$ cat src/rtl/wb_vmemem_bridge_pkg.sv
// Shared types and constants for the Wishbone to register-block memory bridge.
package wb_vmemem_bridge_pkg;

  localparam int ADDR_W                 = 18;
  localparam int DATA_W                 = 32;
  localparam int TIMEOUT_CYCLES_DEFAULT = 255;

  typedef enum logic [1:0] {
    IDLE = 2'd0,
    WAIT = 2'd1,
    RESP = 2'd2
  } state_t;

endpackage

$ cat src/rtl/wb_vmemem_timeout.sv
// Clear/enable counter that saturates at LIMIT and flags expiry once LIMIT is reached.
module wb_vmemem_timeout #(
  parameter int LIMIT = 255
) (
  input  logic Clk,
  input  logic Rst,
  input  logic clear,
  input  logic enable,
  output logic expired
);

  localparam int CW = $clog2(LIMIT + 1);
  localparam logic [CW-1:0] LIMIT_C = CW'(LIMIT);

  logic [CW-1:0] count_reg;

  // Stops at LIMIT so a long stall can never wrap back to a small count.
  always_ff @(posedge Clk) begin
    if (Rst) begin
      count_reg <= '0;
    end else if (clear) begin
      count_reg <= '0;
    end else if (enable && (count_reg != LIMIT_C)) begin
      count_reg <= count_reg + 1'b1;
    end
  end

  assign expired = (count_reg == LIMIT_C);

endmodule

$ cat src/rtl/wb_vmemem_bridge.sv
// Wishbone slave driving a register block's strobe/done memory port, one transaction at a time.
// Optional timeout counter enabled by defining WB_VMEMEM_BRIDGE_TIMEOUT_EN.
module wb_vmemem_bridge
  import wb_vmemem_bridge_pkg::*;
#(
  parameter int TIMEOUT_CYCLES = TIMEOUT_CYCLES_DEFAULT
) (
  input  logic              Clk,
  input  logic              Rst,
  input  logic              wb_cyc_i,
  input  logic              wb_stb_i,
  input  logic              wb_we_i,
  input  logic [ADDR_W-1:0] wb_adr_i,
  input  logic [DATA_W-1:0] wb_dat_i,
  output logic [DATA_W-1:0] wb_dat_o,
  output logic              wb_ack_o,
  output logic              wb_err_o,
  output logic              wb_stall_o,
  output logic [ADDR_W-1:0] VMEAddr,
  output logic [DATA_W-1:0] VMEWrData,
  output logic              VMERdMem,
  output logic              VMEWrMem,
  input  logic [DATA_W-1:0] VMERdData,
  input  logic              VMERdDone,
  input  logic              VMEWrDone,
  input  logic              VMERdError,
  input  logic              VMEWrError
);

  state_t state_reg;
  logic   we_reg;
  logic   aborted_reg;
  logic   sel_done;
  logic   sel_err;
  logic   timeout_expired;

  // Only the completion inputs of the operation in flight are considered.
  assign sel_done   = we_reg ? VMEWrDone  : VMERdDone;
  assign sel_err    = we_reg ? VMEWrError : VMERdError;
  assign wb_stall_o = (state_reg != IDLE);

`ifdef WB_VMEMEM_BRIDGE_TIMEOUT_EN
  wb_vmemem_timeout #(
    .LIMIT(TIMEOUT_CYCLES)
  ) u_timeout (
    .Clk    (Clk),
    .Rst    (Rst),
    .clear  (state_reg == IDLE),
    .enable (state_reg == WAIT),
    .expired(timeout_expired)
  );
`else
  assign timeout_expired = 1'b0;
`endif

  always_ff @(posedge Clk) begin
    if (Rst) begin
      state_reg   <= IDLE;
      we_reg      <= 1'b0;
      aborted_reg <= 1'b0;
      VMEAddr     <= '0;
      VMEWrData   <= '0;
      VMERdMem    <= 1'b0;
      VMEWrMem    <= 1'b0;
      wb_ack_o    <= 1'b0;
      wb_err_o    <= 1'b0;
      wb_dat_o    <= '0;
    end else begin
      VMERdMem <= 1'b0;
      VMEWrMem <= 1'b0;
      wb_ack_o <= 1'b0;
      wb_err_o <= 1'b0;
      case (state_reg)
        IDLE: begin
          if (wb_cyc_i && wb_stb_i) begin
            VMEAddr     <= wb_adr_i;
            VMEWrData   <= wb_dat_i;
            we_reg      <= wb_we_i;
            VMEWrMem    <= wb_we_i;
            VMERdMem    <= !wb_we_i;
            aborted_reg <= 1'b0;
            state_reg   <= WAIT;
          end
        end
        WAIT: begin
          // A master that drops the cycle still lets the downstream op finish, silently.
          if (!wb_cyc_i) aborted_reg <= 1'b1;
          if (sel_done || sel_err || timeout_expired) begin
            state_reg <= RESP;
            if (sel_done && !sel_err && !we_reg) wb_dat_o <= VMERdData;
            if (wb_cyc_i && !aborted_reg) begin
              if (sel_done && !sel_err) wb_ack_o <= 1'b1;
              else                      wb_err_o <= 1'b1;
            end
          end
        end
        RESP: begin
          state_reg <= IDLE;
        end
        default: begin
          state_reg <= IDLE;
        end
      endcase
    end
  end

endmodule

$ cat config.mk
export PLATFORM = sky130hd
export DESIGN_NAME = wb_vmemem_bridge
export DESIGN_NICKNAME = d
export VERILOG_FILES = /design/src/rtl/wb_vmemem_bridge_pkg.sv /design/src/rtl/wb_vmemem_timeout.sv /design/src/rtl/wb_vmemem_bridge.sv
export SDC_FILE = /design/constraint.sdc
export NUM_CORES = 1
export LEC_CHECK = 0
export BUFFER_PORTS_ARGS = -buffer_cell sky130_fd_sc_hd__buf_2
export CORE_MARGIN = 5
export CORE_UTILIZATION = 46
export CTS_BUF_LIST = sky130_fd_sc_hd__clkbuf_16
export CTS_CLUSTER_SIZE = 20
export DETAILED_ROUTE_END_ITERATION = 10
export PLACE_DENSITY_LB_ADDON = 0.15
export SLEW_MARGIN = 10
export SYNTH_ARGS = -nofsm -noshare
export SYNTH_HDL_FRONTEND = slang
export SYNTH_SLANG_ARGS = --single-unit
$ cat constraint.sdc
create_clock -name Clk -period 4.4 [get_ports Clk]
set_clock_uncertainty 0.1 [all_clocks]
set_input_delay 0.88 -clock Clk [delete_from_list [all_inputs] [get_ports Clk]]
set_output_delay 0.88 -clock Clk [all_outputs]
set_load 0.02 [all_outputs]
==> flow_summary_export.csv <==
group,metric,value,unit
run_status,status,"finished clean",
grt,grtUsageTotal,0.180,
clocking,clockBufferDepth,2,
sta,period_share,0.547,
placed_design,post-place-ws,1610,ps
synth,synth_ff_type,"dfxtp_1",
route,routed_via_density,4.74,
cells_and_area,area_delta_synth_final,36.6,%
synth,yosysMostFrequentCell,"dfxtp_1",
critical_path,crit_path_start_kind,"primary input",
synth,yosys.area.top_type,"dfxtp_1",
clocking,h-tree-depth,3,
critical_path,cp-end-kind,"register",
cells_and_area,antennaDiodeCount,0,
power,p_sw_frac,0.228,
power,power,1760,uW
synth,synth_top_family_by_area,"simple AND/OR/NAND/NOR gates",
synth,syn_nets,372,
critical_path,slowest_delay,1070,ps
clocking,cts_tree,"yes",
grt,grt_pass1_wl,12500,um
placed_design,dp_hpwl,5720,um
synth,synth.distinct_cells,22,
cells_and_area,drive_above_1_share,0.430,
clocking,clk_latency,320,ps
die,coreArea,6830,sq um
grt,antenna_found_initial,0,
synth,synthMuxAreaShare,0.0984,
route,vias,2606,
placed_design,gp_congestion,0.730,
critical_path,crit_slowest_cell,"and4b_2",
route,wl_per_cell,14.5,um
power,seq_power_share,0.490,
critical_path,path_class,"primary input to register",
route,first_iter_violations,72,
critical_path,path_max_fanout,68,
critical_path,cp_cell_sequence,"buf_2 -> and4b_2 -> a22o_1",
die,ios,178,
synth,syn_area,3260,sq um
placed_design,port_buffers,177,
die,start_util,0.477,
grt,grt_max_degree,69,
synth,synth_xor_area_frac,0,
synth,synth-async-reset-ratio,0,
sta,hold_viol,0,
synth,ys_warn_count,0,
power,peakVddDrop,210,uV
clocking,numCtsBuffers,9,
synth,synthCells,281,
power,comb_power_share,0.105,
power,clkPwrFrac,0.405,
synth,synth_area_leaders,"dfxtp_1 (55%), a22o_1 (14%), nand2b_1 (13%)",
sta,relSlewSlack,0.357,
clocking,clk_pin_slew,60,ps
die,die_w,94.1,um
sta,setup_viol,0,
cells_and_area,reg_top3,"VMEWrData: 32 flops, wb_dat_o: 32 flops, VMEAddr: 18 flops",
sta,setup-tns-final,0,ps
die,die_h,94.1,um
sta,fmax,415,MHz
clocking,cts_setup_buffers,0,
die,die_area,8860,sq um
sta,rsz0062_at_grt,"no",
critical_path,cp.required,4570,ps
synth,netlist_top_cells_count,"dfxtp_1 (90), nand2b_1 (66), a22o_1 (51)",
grt,overflow,0,
synth,synth-edff-count,0,
clocking,cts_resized,0,
placed_design,place_inst,535,
critical_path,worstPathArrival,2570,ps
clocking,numClockSinks,90,
cells_and_area,layout.nets,541,
sta,drv_slew,0,
power,powerDensity,396,nW/um^2
synth,synthAdderAreaFrac,0,
synth,ys_seq_elements,90,
flow_run,maxCapViolCount,0,
route,finalWirelength,7990,um
grt,grt_pass1_vias,2598,
route,drc,0,
clocking,cts_hold_buf,0,
synth,syn_area_per_cell,11.6,sq um
sta,tightest_slew,964,ps
power,p_leak,0.00214,uW
die,core.rowCount,30,
power,p_switching,401,uW
synth,yosysSeqAreaShare,0.553,
cells_and_area,design_area,4450,sq um
sta,period_minus_slack,2410,ps
route,first_pass_iters,6,
placed_design,placed_area,4170,sq um
cells_and_area,fin_cells,550,
min_path,hp-class,"register to register",
route,ant_nets,0,
synth,netlist.area_leader.share,0.553,
synth,yosys.area_share.simple,0.161,
sta,fin_ws,1990,ps
power,power.internal,1360,uW
synth,synth_compound_area_frac,0.151,
clocking,clockRootBuffer,"clkbuf_16",
[logic make-up after synthesis]
family | count (synthesis)
multiplexers | 32
AO/OA/AOI/OAI | 56
AND/OR/NAND/NOR | 81
flip-flops | 90
buffers and inverters | 22
[stage by stage]
step           hold WS [ps]   util
3_5_place_dp            344  0.611
5_1_grt                 369  0.651
4_1_cts                 357  0.651
6_report                355  0.651
3_3_place_gp            338  0.611
2_1_floorplan           332      -
[power by group through the flow]
stage          registers, uW  logic, uW  clock network (uW)
2_1_floorplan            912       70.5                   0
3_3_place_gp             878        184                   0
3_5_place_dp             877        188                   0
4_1_cts                  861        188                 729
5_1_grt                  864        202                 764
6_report                 861        185                 713
[layout make-up]
| class | count | area (sq um) |
|---|---|---|
| Sequential cell | 90 | 1800 |
| Inverter | 1 | 3.75 |
| Timing Repair Buffer | 179 | 901 |
| Clock buffer | 9 | 225 |
| Multi-Input combinational cell | 169 | 1350 |
| Fill cell | 582 | 2380 |
| Tap cell | 96 | 120 |
| Clock inverter | 6 | 50.0 |
[per-layer routing]
metal	up-vias	share of wire	global-route usage
met4	0	0.013	0.0686
met3	8	0.11	0.0761
met1	1163	0.41	0.222
met5	-	0	0
met2	113	0.46	0.278
li1	1322	-	-
[cell usage in the layout (no fill, tap or decap), drive strengths merged, types with 2 or more instances in the layout]
master	netlist	layout
clkinv	0	4
dfxtp	90	90
nor2	6	6
buf	14	179
clkbuf	7	9
a22o	51	51
mux2i	32	32
inv	1	2
nand2b	67	67
nor2b	2	2
[worst paths after layout]
check	depth (start not counted)	slack (ps)	start	to
max reg2reg	3	2410	state_reg[0]	VMEAddr[0]
max	3	1990	Rst	VMEAddr[0]
min reg2reg	1	360	aborted_reg	aborted_reg
min	1	360	aborted_reg	aborted_reg
[worst max-delay path, delay by kind of cell]
family / cells / cell delay, ps
AOI/OAI and AO/OA: 1 / 250
buffers and inverters: 1 / 360
and+or+nand+nor: 1 / 1070
Note: power is estimated with default switching activity, not from simulation.
